### src/rtl/uart_tx_fifo_pkg.sv
// Shared definitions for the FIFO-fed UART transmitter: FSM states, parity codes
// and the baud divisor table.
package uart_tx_fifo_pkg;

   typedef enum logic [2:0] {
      ST_IDLE,
      ST_START,
      ST_DATA,
      ST_PARITY,
      ST_STOP
   } tx_state_e;

   typedef enum logic [1:0] {
      PAR_NONE  = 2'b00,
      PAR_EVEN  = 2'b01,
      PAR_ODD   = 2'b10,
      PAR_NONE2 = 2'b11
   } parity_e;

   localparam int DIV_W         = 16;
   localparam int TICKS_PER_BIT = 16;

   // Each branch divides constants only, so the table folds to a mux of literals.
   function automatic logic [DIV_W-1:0] div_for(input logic [2:0] sel, input int clk_hz);
      case (sel)
         3'd0:    return DIV_W'((clk_hz + 8*300)    / (16*300));
         3'd1:    return DIV_W'((clk_hz + 8*1200)   / (16*1200));
         3'd2:    return DIV_W'((clk_hz + 8*4800)   / (16*4800));
         3'd3:    return DIV_W'((clk_hz + 8*9600)   / (16*9600));
         3'd4:    return DIV_W'((clk_hz + 8*19200)  / (16*19200));
         3'd5:    return DIV_W'((clk_hz + 8*38400)  / (16*38400));
         3'd6:    return DIV_W'((clk_hz + 8*57600)  / (16*57600));
         default: return DIV_W'((clk_hz + 8*115200) / (16*115200));
      endcase
   endfunction

endpackage

### src/rtl/uart_baud_gen.sv
// 16x oversampling tick generator; restart re-phases the divider to a frame start.
module uart_baud_gen
   import uart_tx_fifo_pkg::*;
#(
   parameter int CLK_HZ = 50_000_000
) (
   input  logic       clk,
   input  logic       reset,
   input  logic [2:0] baud_select,
   input  logic       restart,
   output logic       tick
);

   logic [DIV_W-1:0] div;
   logic [DIV_W-1:0] cnt_q, cnt_d;

   always_comb begin
      div   = div_for(baud_select, CLK_HZ);
      tick  = (cnt_q == div - DIV_W'(1));
      cnt_d = cnt_q + DIV_W'(1);
      if (restart || tick) cnt_d = '0;
   end

   always_ff @(posedge clk or negedge reset) begin
      if (!reset) cnt_q <= '0;
      else        cnt_q <= cnt_d;
   end

endmodule

### src/rtl/uart_tx_fifo.sv
// UART transmitter with write FIFO, 5..8 data bits, optional parity, 1/2 stop bits.
// Frames run back to back while Tx_EN is high and words are queued.
module uart_tx_fifo
   import uart_tx_fifo_pkg::*;
#(
   parameter int CLK_HZ     = 50_000_000,
   parameter int DATA_W     = 8,
   parameter int FIFO_DEPTH = 4,
   parameter int CNT_W      = $clog2(FIFO_DEPTH) + 1
) (
   input  logic              clk,
   input  logic              reset,
   input  logic [DATA_W-1:0] Tx_DATA,
   input  logic              Tx_WR,
   input  logic              Tx_EN,
   input  logic [2:0]        baud_select,
   input  logic [1:0]        parity_mode,
   input  logic              stop2,
   output logic              TxD,
   output logic              Tx_BUSY,
   output logic              Tx_FULL,
   output logic              Tx_EMPTY,
   output logic [CNT_W-1:0]  Tx_COUNT,
   output logic              Tx_OVF
);

   localparam int         AW       = $clog2(FIFO_DEPTH);
   localparam logic [2:0] LAST_BIT = 3'(DATA_W - 1);

   // FIFO
   logic [DATA_W-1:0] mem_q [FIFO_DEPTH];
   logic [AW-1:0]     wr_ptr_q, wr_ptr_d, rd_ptr_q, rd_ptr_d;
   logic [CNT_W-1:0]  count_q, count_d;
   logic              ovf_q, ovf_d;
   logic              full, empty, push, pop;
   logic [DATA_W-1:0] rd_data;

   // FSM / shifter
   tx_state_e         state_q;
   logic [DATA_W-1:0] shreg_q;
   logic [2:0]        bit_cnt_q;
   logic              stop_cnt_q, stop2_q, par_en_q, par_bit_q;
   logic [2:0]        baud_q;
   logic              txd_q, busy_q;
   logic [3:0]        tick_cnt_q, tick_cnt_d;
   logic              tick, bit_end, last_stop, frame_done;

   assign full    = (count_q == CNT_W'(FIFO_DEPTH));
   assign empty   = (count_q == '0);
   assign rd_data = mem_q[rd_ptr_q];

   assign bit_end    = tick && (tick_cnt_q == 4'(TICKS_PER_BIT - 1));
   assign last_stop  = !stop2_q || stop_cnt_q;
   assign frame_done = (state_q == ST_STOP) && bit_end && last_stop;
   assign pop        = Tx_EN && !empty && ((state_q == ST_IDLE) || frame_done);
   // A pop frees a slot in the same cycle, so a full FIFO still accepts that write.
   assign push       = Tx_WR && (!full || pop);

   always_comb begin
      wr_ptr_d = wr_ptr_q + AW'(push);
      rd_ptr_d = rd_ptr_q + AW'(pop);
      count_d  = count_q;
      if (push && !pop)      count_d = count_q + CNT_W'(1);
      else if (pop && !push) count_d = count_q - CNT_W'(1);
      ovf_d = Tx_WR && full && !pop;
      tick_cnt_d = tick_cnt_q;
      if (pop)       tick_cnt_d = '0;
      else if (tick) tick_cnt_d = tick_cnt_q + 4'd1;
   end

   always_ff @(posedge clk) begin
      if (push) mem_q[wr_ptr_q] <= Tx_DATA;
   end

   always_ff @(posedge clk or negedge reset) begin
      if (!reset) begin
         wr_ptr_q   <= '0;
         rd_ptr_q   <= '0;
         count_q    <= '0;
         ovf_q      <= 1'b0;
         tick_cnt_q <= '0;
      end else begin
         wr_ptr_q   <= wr_ptr_d;
         rd_ptr_q   <= rd_ptr_d;
         count_q    <= count_d;
         ovf_q      <= ovf_d;
         tick_cnt_q <= tick_cnt_d;
      end
   end

   uart_baud_gen #(.CLK_HZ(CLK_HZ)) u_baud (
      .clk         (clk),
      .reset       (reset),
      .baud_select (baud_q),
      .restart     (pop),
      .tick        (tick)
   );

   always_ff @(posedge clk or negedge reset) begin
      if (!reset) begin
         state_q    <= ST_IDLE;
         shreg_q    <= '0;
         bit_cnt_q  <= '0;
         stop_cnt_q <= 1'b0;
         stop2_q    <= 1'b0;
         par_en_q   <= 1'b0;
         par_bit_q  <= 1'b0;
         baud_q     <= '0;
         txd_q      <= 1'b1;
         busy_q     <= 1'b0;
      end else if (pop) begin
         // Configuration is sampled only here, so mid-frame changes wait a frame.
         state_q    <= ST_START;
         shreg_q    <= rd_data;
         par_bit_q  <= (^rd_data) ^ (parity_mode == PAR_ODD);
         par_en_q   <= (parity_mode == PAR_EVEN) || (parity_mode == PAR_ODD);
         stop2_q    <= stop2;
         baud_q     <= baud_select;
         bit_cnt_q  <= '0;
         stop_cnt_q <= 1'b0;
         txd_q      <= 1'b0;
         busy_q     <= 1'b1;
      end else if (bit_end) begin
         case (state_q)
            ST_START: begin
               state_q   <= ST_DATA;
               txd_q     <= shreg_q[0];
               shreg_q   <= shreg_q >> 1;
               bit_cnt_q <= '0;
            end
            ST_DATA: begin
               if (bit_cnt_q == LAST_BIT) begin
                  state_q <= par_en_q ? ST_PARITY : ST_STOP;
                  txd_q   <= par_en_q ? par_bit_q : 1'b1;
               end else begin
                  bit_cnt_q <= bit_cnt_q + 3'd1;
                  txd_q     <= shreg_q[0];
                  shreg_q   <= shreg_q >> 1;
               end
            end
            ST_PARITY: begin
               state_q <= ST_STOP;
               txd_q   <= 1'b1;
            end
            ST_STOP: begin
               if (!last_stop) begin
                  stop_cnt_q <= 1'b1;
               end else begin
                  state_q <= ST_IDLE;
                  busy_q  <= 1'b0;
               end
               txd_q <= 1'b1;
            end
            default: begin
               state_q <= ST_IDLE;
               txd_q   <= 1'b1;
               busy_q  <= 1'b0;
            end
         endcase
      end
   end

   assign TxD      = txd_q;
   assign Tx_BUSY  = busy_q;
   assign Tx_FULL  = full;
   assign Tx_EMPTY = empty;
   assign Tx_COUNT = count_q;
   assign Tx_OVF   = ovf_q;

endmodule

### config.mk
export PLATFORM = sky130hd
export DESIGN_NAME = uart_tx_fifo
export DESIGN_NICKNAME = d
export VERILOG_FILES = /design/src/rtl/uart_tx_fifo_pkg.sv /design/src/rtl/uart_baud_gen.sv /design/src/rtl/uart_tx_fifo.sv
export SDC_FILE = /design/constraint.sdc
export NUM_CORES = 1
export LEC_CHECK = 0
export ABC_CLOCK_PERIOD_IN_PS = 3750
export BUFFER_PORTS_ARGS = -buffer_cell sky130_fd_sc_hd__buf_2
export CORE_AREA = 4 4 109 111
export CTS_BUF_LIST = sky130_fd_sc_hd__clkbuf_4 sky130_fd_sc_hd__clkbuf_8 sky130_fd_sc_hd__clkbuf_16
export DETAILED_ROUTE_END_ITERATION = 12
export DIE_AREA = 0 0 113 115
export MAX_ROUTING_LAYER = met4
export PLACE_DENSITY = 0.63
export REMOVE_ABC_BUFFERS = 1
export SETUP_SLACK_MARGIN = 0.05
export SYNTH_ARGS = -nofsm -noshare
export SYNTH_HDL_FRONTEND = slang
export SYNTH_SLANG_ARGS = --single-unit
### constraint.sdc
create_clock -name clk -period 3.75 [get_ports clk]
set_input_delay 0.1875 -clock clk [delete_from_list [all_inputs] [get_ports clk]]
set_output_delay 0.1875 -clock clk [all_outputs]
set_load 0.005 [all_outputs]
==> results of run 1 <==
-- worst reg2reg max path: cells and delay by family, from the launching register on --
kind                     cells  cell delay (ns)
flip-flops                   1             0.43
XOR/XNOR                     2             0.34
AO/OA/AOI/OAI                5             0.87
buffers and inverters        2             0.10
adder cells (fa/ha/maj)      3             0.82
AND/OR/NAND/NOR              5             0.87
-- flip-flops by register name (all words and copies together) (netlist names), 2 cells and up --
name,cells
mem_q,32
state_q,3
wr_ptr_q,2
bit_cnt_q,3
u_baud.cnt_q,16
baud_q,3
rd_ptr_q,2
tick_cnt_q,4
shreg_q,8
Tx_COUNT,3
-- routing by layer --
| metal | share of wire, % | global-route usage [%] | vias up |
|---|---|---|---|
| met2 | 50 | 23.2 | 40 |
| met1 | 46 | 16.7 | 1393 |
| li1 | - | - | 1385 |
| met4 | 1.4 | 4.49 | 0 |
| met3 | 2.7 | 2.79 | 12 |
| met5 | 0 | - | - |
-- cell type report --
class,instances,area (µm²),share of cell area (%)
Tap cell,140,175,3.60
Timing Repair Buffer,47,297,6.09
Clock inverter,7,76.3,1.57
Multi-Input combinational cell,244,1910,39.2
Clock buffer,9,124,2.54
Inverter,14,52.6,1.08
Sequential cell,83,2240,46.0
-- report_power, final --
| part | leakage [nW] | total (mW) | internal (mW) | switching [mW] |
|---|---|---|---|---|
| Combinational | 0.997 | 1.50 | 0.780 | 0.723 |
| Sequential | 0.927 | 1.44 | 1.20 | 0.246 |
| Clock | 0.103 | 0.643 | 0.265 | 0.379 |
-- worst min path at each step --
| stage | cells past startpoint | endpoint | start |
|---|---|---|---|
| floorplan | 0 | Tx_BUSY | reset |
| global route | 1 | mem_q[1][0] | Tx_DATA[0] |
| CTS | 1 | mem_q[0][4] | Tx_DATA[4] |
| finish | 1 | mem_q[0][4] | Tx_DATA[4] |
| detailed placement | 2 | Tx_COUNT[2] | reset |
| global placement | 2 | Tx_COUNT[0] | reset |
-- kinds of logic (layout without fill, tap and decap cells) --
group | count (synthesis) | count (layout) | share of synthesized area (%)
xor gates and xnor gates | 34 | 34 | 6.97
DFF | 83 | 83 | 52.4
buffers and inverters | 31 | 77 | 3.78
AOI/OAI and AO/OA | 57 | 57 | 10.5
adders and majority gates | 10 | 10 | 3.11
muxes | 27 | 27 | 9.23
and+or+nand+nor | 116 | 116 | 14.0
-- stage by stage --
stage	hold slack, ns	TNS [ns]
floorplan	-0.108	-2.04
global placement	0.357	0
detailed placement	0.357	0
CTS	0.0149	0
global route	0.0147	0
finish	0.0299	0
-- timing repair --
item,in CTS,in global routing
setup endpoints to repair,1,2
hold endpoints to repair,50,0
setup buffers,0,2
pin swaps,0,3
hold buffers,1,0
resized for setup,2,9
-- layout by cell type, fill, tap and decap left out, drive strengths merged, types with 2 or more instances in the layout --
cell type / n
dfrtp: 50
buf: 46
nor2: 33
edfxtp: 32
nand2: 19
inv: 18
xor2: 17
xnor2: 17
a21oi: 16
nand3: 15
o21ai: 13
mux2i: 12
nor3: 9
clkbuf: 9
ha: 9
and3: 8
mux4: 8
mux2: 7
nand2b: 6
nor3b: 4
nand4: 4
o2bb2ai: 3
nor4: 3
nand3b: 3
o211ai: 3
or3: 3
a211oi: 3
clkinv: 3
and2: 2
o22a: 2
o31ai: 2
a21boi: 2
==> results.yml, run 1 <==
pwr:
  total_leakage_power_nw: 2.03
  power-per-cell-area_mw_per_mm2: 737
  total_power_mw: 3.59
  worst_ir_drop_vdd_uv: 369
placement:
  dp.cells: 525
  detailedPlace.worstSlack_ns: 0.0295
  portBuffers: 25
  hpwlAfterDp_mm: 5.85
  gpl.final_weighted_congestion: 0.785
  place_area_mm2: 0.00460
worst_setup_path:
  worst_path_dominant_cell_family: "simple AND/OR/NAND/NOR gates"
  required_time_of_the_critical_path_ns: 4.03
  timing.rr.start: "baud_q[2]"
  cp-end-kind: "flop"
  cp.depth: 17
  largest_fanout_on_the_critical_path: 5
  r2r_end: "Tx_COUNT[2]"
  worst_setup_path_endpoint: "Tx_COUNT[2]"
  timing.critical_path.buf_inv: 2
  crit_path_arrival_time_ns: 3.77
  cp_max_stage_delay_ns: 0.43
  worst-r2r-cell-count: 17
  startpoint_type: "flop"
  worst_path_max_delay_cell: "dfrtp_1"
  path_cells: "nand2b_1, o21ai_1, ha_2, nor2b_1, o21a_1, or3_4, a221oi_4, a41oi_4, nor2_4, inv_2, a21boi_2, ha_2, inv_1, fa_1, xor2_1, nor2_1, xor2_1"
  startpoint: "baud_q[2]"
  path_class: "flop to flop"
  flop2flop_setup_slack_ns: 0.26
yosys:
  synthDominantCellAreaShare_pct: 29.3
  synth.yosys.warnings: 0
  syn-instance-count: 358
  synth_most_common_cell: "dfrtp_1"
  syn_area_per_cell_um2: 11.9
  yosysSeqAreaShare_pct: 52.4
  synth.area.top_cells: "dfrtp_1 29%, edfxtp_1 23%, mux4_2 4.2%, xnor2_1 3.5%, xor2_1 3.5%"
  synth_largest_area_cell: "dfrtp_1"
  synth-edff-count: 32
  synth.ff_latch_count: 83
  async_set_or_reset_register_ratio_after_synthesis_pct: 61.4
  post_synth_num_cell_types: 65
  synth.cell_area_mm2: 0.00427
  yosys-top-cells-count: "50 x dfrtp_1, 32 x edfxtp_1, 32 x nor2_1"
  dominantRegCellSynth: "dfrtp_1"
cells_and_area:
  num-nets-final: 427
  syn2layout_area_growth_pct: 14.0
  post_route_cells_drive_above_1_share_pct: 25.0
  n_antenna_cell: 0
  final_core_util_pct: 45.1
  fillers: 1003
  post_route_design_area_mm2: 0.00487
  layout.cells.non_filler: 544
sta:
  final.setup_skew_ns: 0.00898
  setup_viol_count_final: 0
  timing.final.crit_share_pct: 93.1
  worst-slew-pin-transition_ns: 0.814
  max_clock_freq_mhz: 286
  shortest_period_the_worst_path_allows_ns: 3.49
  fin_ws_ns: 0.260
  count_of_final_max_slew_check_failures: 0
  relSlewSlack_pct: 45.6
  timing.final.hold_violations: 0
  grt_setup_unrepaired: "false"
die:
  placement_rows: 38
  core_mm2: 0.0108
  die-height_um: 115
  die-width_um: 113
  io_pins: 26
  starting_density_pct: 39.6
  dieArea_mm2: 0.0130
grt:
  globalRouteTotalUtil_pct: 13.8
  grt_first_pass_wirelength_mm: 14.1
  antenna_found_initial: 0
  maximum_number_of_pins_on_one_net_before_global_route_repair: 52
  grt_pass1_vias: 2952
  globalRouteOverflowTotal: 0
clock_tree:
  cts_num_sinks: 83
  clock_latency_at_the_later_pin_of_the_worst_skew_pair_ns: 0.36
  cts_tree: "built"
  cts.clk_slew.worst_paths_ns: 0.10
  cts-root-to-sink-buffers: 2
  cts_root_buffer: "clkbuf_8"
  cts_made_buffers: 9
  h-tree-depth: 3
route:
  route.vias.total: 2830
  route.detailed.drc: 0
  detail_route.wirelength_mm: 8.23
  drt.antenna.violating_nets: 0
  first_iter_violations: 80
  post_drt_via_cell_ratio: 5.20
  post_drt_wl_per_cell_um: 15.1
  drtPass1Iterations: 4
run:
  drv_cap: 0
hold_path:
  timing.hold.worst.class: "input pin to flop"
run_status:
  status: "finished clean"
Note: power is estimated with default switching activity, not from simulation.
==> run 2: changes to the inputs <==
--- a/config.mk
+++ b/config.mk
@@ -13,2 +13,3 @@
 export DIE_AREA = 0 0 113 115
+export GPL_TIMING_DRIVEN = 1
 export MAX_ROUTING_LAYER = met4
==> constraint.sdc (replaced) <==
create_clock -name clk -period 3.75 [get_ports clk]
set_input_delay 0.5625 -clock clk [delete_from_list [all_inputs] [get_ports clk]]
set_output_delay 0.5625 -clock clk [all_outputs]
set_load 0.005 [all_outputs]
==> results.yml, run 2 (synthesis results as in run 1) <==
route:
  drt.antenna.violating_nets: 0
  first_iter_violations: 117
  route.vias.total: 2816
  route.detailed.drc: 0
  drtPass1Iterations: 4
  post_drt_via_cell_ratio: 5.18
  detail_route.wirelength_mm: 8.24
  post_drt_wl_per_cell_um: 15.1
pwr:
  internal_power_mw: 2.25
  total_leakage_power_nw: 2.03
  power-per-cell-area_mw_per_mm2: 740
  switching_power_mw: 1.36
  switching_share_pct: 37.6
  total_power_mw: 3.61
  p_clk_share_pct: 17.7
  p_seq_share_pct: 40.3
  combPwrFrac_pct: 42.0
  worst_ir_drop_vdd_uv: 295
cells_and_area:
  largest_register_ffs: 32
  fillers: 979
  most_frequent_cells_in_the_layout: "48 x dfrtp_1, 32 x nor2_1, 32 x edfxtp_1"
  mostFrequentLayoutCell: "dfrtp_1"
  post_route_design_area_mm2: 0.00488
  num-nets-final: 427
  registers.top_by_ff_count: "mem_q"
  post_route_cells_drive_above_1_share_pct: 27.0
  final_core_util_pct: 45.2
  reg_top3: "mem_q (32), u_baud.cnt_q (16), shreg_q (8)"
  syn2layout_area_growth_pct: 14.2
  n_antenna_cell: 0
  layout.cells.non_filler: 544
grt:
  antenna_found_initial: 0
  maximum_number_of_pins_on_one_net_before_global_route_repair: 31
  grt_first_pass_wirelength_mm: 14.1
  globalRouteTotalUtil_pct: 14.0
  grt_pass1_vias: 2914
  globalRouteOverflowTotal: 0
placement:
  gpl.final_weighted_congestion: 0.786
  portBuffers: 25
  detailedPlace.worstSlack_ns: 0.102
  dp.cells: 525
  place_area_mm2: 0.00460
  hpwlAfterDp_mm: 5.88
sta:
  setup_viol_count_final: 0
  grt_setup_unrepaired: "false"
  worst-slew-pin-transition_ns: 0.809
  timing.final.crit_share_pct: 91.9
  fin_ws_ns: 0.303
  fin_setup_tns_ns: 0
  shortest_period_the_worst_path_allows_ns: 3.45
  relSlewSlack_pct: 46.0
  whs_ns: 0.173
  max_clock_freq_mhz: 290
  final.setup_skew_ns: 0.00880
  timing.final.hold_violations: 0
  count_of_final_max_slew_check_failures: 0
run:
  drv_cap: 0
clock_tree:
  cts_tree: "built"
  cts.clk_slew.worst_paths_ns: 0.09
  cts_made_buffers: 9
  cts_num_sinks: 83
  h-tree-depth: 3
  cts_root_buffer: "clkbuf_8"
  cts_hold_buf: 0
  cts-root-to-sink-buffers: 2
  clock_latency_at_the_later_pin_of_the_worst_skew_pair_ns: 0.36
die:
  die-width_um: 113
  starting_density_pct: 39.6
  core_mm2: 0.0108
  placement_rows: 38
  die-height_um: 115
  io_pins: 26
  dieArea_mm2: 0.0130
run_status:
  status: "finished clean"
worst_setup_path:
  path_class: "flop to flop"
  startpoint_type: "flop"
  cp-end-kind: "flop"
  largest_fanout_on_the_critical_path: 5
  required_time_of_the_critical_path_ns: 4.03
  crit_path_arrival_time_ns: 3.73
hold_path:
  timing.hold.worst.class: "input pin to asynchronous set/reset pin"
## run 2: cell types whose count changed in the layout (fill, tap and decap cells not counted), sizes merged
cell	change
dlygate4sd3	-1
buf	+1
## run 2: worst max-delay path, stage by stage, from the launching register on
cell and delay [ns]:
dfrtp_2 0.45, nand2b_4 0.15, o21ai_1 0.08, ha_2 0.25, nor2b_1 0.06, o21a_1 0.19, or3_4 0.39, a221oi_4 0.29
a41oi_4 0.18, nor2_4 0.15, inv_2 0.06, a21boi_2 0.16, ha_2 0.19, inv_1 0.05, fa_2 0.33, xor2_1 0.14
nor2_1 0.12, xor2_1 0.15
## run 2: area by class of cell
cell class	instances	area, µm²	area share, %
flip-flops and latches	83	2240	45.9
multi-input cells	244	1920	39.3
repair buffers	47	294	6.03
well taps	140	175	3.59
clock buffers	9	124	2.54
clock inverters	7	76.3	1.56
inverters	14	52.6	1.08
## run 2: power groups by stage
stage / combinational [mW] / clock [mW] / sequential [mW]
after floorplan: 1.07 / 0 / 1.43
after global placement: 1.44 / 0 / 1.45
after detailed placement: 1.47 / 0 / 1.47
after CTS: 1.48 / 0.663 / 1.45
after global routing: 1.68 / 0.700 / 1.50
final: 1.52 / 0.639 / 1.46
## run 2: path summary, 6_finish.rpt
path                             from         endpoint  slack [ns]  cells past startpoint
max                         baud_q[2]      Tx_COUNT[2]        0.30                     17
min                             reset  u_baud.cnt_q[1]        0.17                      1
max reg2reg                 baud_q[2]      Tx_COUNT[2]        0.30                     17
min reg2reg                stop_cnt_q       stop_cnt_q        0.53                      2
max in group asynchronous       reset              TxD        2.76                      2
min in group clk           Tx_DATA[4]      mem_q[1][4]        0.41                      1
## run 2: repair_timing
action                                  in CTS  in global routing
setup buffers                                0                  3
endpoints found under the setup margin       0                  2
gates resized for setup                      0                 17
## run 2: routing by layer
metal / global-route usage (%) / vias to the layer above / share of wire [%]
li1: - / 1374 / -
met3: 3.47 / 10 / 2.6
met2: 23.4 / 39 / 51
met1: 17.3 / 1393 / 45
met5: - / - / 0
met4: 3.13 / 0 / 1.2
==> run 3: changes to the inputs <==
Settings changed: ABC_CLOCK_PERIOD_IN_PS 3750 to 3500, CTS_CLUSTER_DIAMETER set to 120, PLACE_DENSITY 0.63 to 0.61.
Clock period 3.75 ns to 3.5 ns, I/O delays scaled along.
==> results.yml, run 3 (synthesis results as in run 1) <==
cells_and_area:
  mostFrequentLayoutCell: "dfrtp_1"
  most_frequent_cells_in_the_layout: "49 x dfrtp_1, 32 x nor2_1, 32 x edfxtp_1"
  largest_register_ffs: 32
  registers.top_by_ff_count: "mem_q"
  post_route_cells_drive_above_1_share_pct: 27.6
  num-nets-final: 433
  reg_top3: "mem_q (32), u_baud.cnt_q (16), shreg_q (8)"
  post_route_design_area_mm2: 0.00495
  syn2layout_area_growth_pct: 15.9
  final_core_util_pct: 45.8
  n_antenna_cell: 0
sta:
  count_of_final_max_slew_check_failures: 0
  shortest_period_the_worst_path_allows_ns: 3.37
  max_clock_freq_mhz: 297
  setup_viol_count_final: 0
  final.setup_skew_ns: 0.0117
  fin_ws_ns: 0.128
  fin_setup_tns_ns: 0
  grt_setup_unrepaired: "true"
  timing.final.crit_share_pct: 96.4
  timing.final.hold_violations: 0
  worst-slew-pin-transition_ns: 0.931
  relSlewSlack_pct: 37.8
worst_setup_path:
  required_time_of_the_critical_path_ns: 3.76
  worst_path_max_delay_cell: "dfrtp_1"
  path_class: "flop to flop"
  timing.critical_path.buf_inv: 3
  cp-end-kind: "flop"
  cp_max_stage_delay_ns: 0.42
  worst_path_dominant_cell_family: "compound AO/OA/AOI/OAI gates"
  startpoint_type: "flop"
  path_cells: "nand2_2, o21ai_4, ha_4, nor2b_1, o21a_1, or3_4, a221oi_4, a41oi_4, nor2_4, inv_2, buf_6, ha_2, inv_1, fa_2, mux2_2"
  crit_path_arrival_time_ns: 3.63
  largest_fanout_on_the_critical_path: 16
route:
  drtPass1Iterations: 4
  detail_route.wirelength_mm: 8.62
  route.detailed.drc: 0
  first_iter_violations: 105
  route.vias.total: 2888
  drt.antenna.violating_nets: 0
  post_drt_via_cell_ratio: 5.25
  post_drt_wl_per_cell_um: 15.7
pwr:
  p_clk_share_pct: 17.3
  combPwrFrac_pct: 43.5
  total_leakage_power_nw: 2.06
  internal_power_mw: 2.46
  switching_power_mw: 1.50
  power-per-cell-area_mw_per_mm2: 802
  p_seq_share_pct: 39.2
  total_power_mw: 3.97
  switching_share_pct: 37.9
  worst_ir_drop_vdd_uv: 455
placement:
  hpwlAfterDp_mm: 6.07
  place_area_mm2: 0.00463
  detailedPlace.worstSlack_ns: -0.223
  gpl.final_weighted_congestion: 0.871
  portBuffers: 25
clock_tree:
  cts_made_buffers: 9
  cts-root-to-sink-buffers: 2
  clock_latency_at_the_later_pin_of_the_worst_skew_pair_ns: 0.37
  cts_hold_buf: 0
  cts_root_buffer: "clkbuf_8"
  cts_tree: "built"
  cts_num_sinks: 83
  h-tree-depth: 3
  cts.clk_slew.worst_paths_ns: 0.10
grt:
  globalRouteTotalUtil_pct: 14.6
  grt_first_pass_wirelength_mm: 14.6
  antenna_found_initial: 0
  globalRouteOverflowTotal: 0
  grt_pass1_vias: 2882
  maximum_number_of_pins_on_one_net_before_global_route_repair: 34
die:
  core_mm2: 0.0108
  die-width_um: 113
  io_pins: 26
  starting_density_pct: 39.6
  die-height_um: 115
  placement_rows: 38
  dieArea_mm2: 0.0130
hold_path:
  timing.hold.worst.class: "input pin to asynchronous set/reset pin"
run:
  drv_cap: 0
run_status:
  status: "finished clean"
==> run 3: per-layer routing <==
metal | track usage, % | share of wire [%]
met3 | 3.74 | 3.6
met4 | 4.89 | 1.5
met5 | - | 0
met2 | 24.7 | 51
met1 | 16.9 | 44
==> run 3: power by group through the flow <==
stage / clock (mW) / combinational, mW / sequential [mW]
global placement: 0 / 1.57 / 1.56
global route: 0.751 / 1.91 / 1.60
CTS: 0.710 / 1.69 / 1.56
floorplan: 0 / 1.15 / 1.54
detailed placement: 0 / 1.61 / 1.57
finish: 0.685 / 1.73 / 1.56
==> run 3: path summary, 6_finish.rpt <==
kind | start | end | slack (ns) | cells past startpoint
worst max-delay path | baud_q[2] | Tx_COUNT[1] | 0.13 | 15
worst min-delay path | reset | wr_ptr_q[1] | 0.23 | 1
worst max register to register | baud_q[2] | Tx_COUNT[1] | 0.13 | 15
worst min register to register | stop_cnt_q | stop_cnt_q | 0.53 | 2
max in group asynchronous | reset | u_baud.cnt_q[4] | 2.52 | 2
min in group clk | Tx_DATA[1] | mem_q[1][1] | 0.37 | 1
==> run 3: stage by stage <==
step / hold WS, ns / std cells
3_5_place_dp: 0.510 / 528
2_1_floorplan: 0.229 / 341
5_1_grt: 0.291 / 550
3_3_place_gp: 0.498 / 528
4_1_cts: 0.250 / 549
6_report: 0.231 / 550
==> run 3: cell type report <==
type                    instances  area [µm²]
fillers                       971        5840
flip-flops and latches         83        2240
clock inverters                 7        81.3
multi-input cells             244        1940
repair buffers                 53         339
inverters                      14        52.6
clock buffers                   9         124
well taps                     140         175
==> run 3: worst register-to-register path, cell delays in order, from the launching register on <==
cell	delay (ns)
dfrtp_1	0.42
nand2_2	0.11
o21ai_4	0.19
ha_4	0.18
nor2b_1	0.05
o21a_1	0.17
or3_4	0.38
a221oi_4	0.31
a41oi_4	0.16
nor2_4	0.13
inv_2	0.05
buf_6	0.16
ha_2	0.20
inv_1	0.06
fa_2	0.42
mux2_2	0.27
==> run 3: timing repair <==
action | CTS | global route
gates resized for setup | 12 | 6
setup buffers | 5 | 1
setup endpoints to repair | 2 | 2
pin swaps | 6 | 7
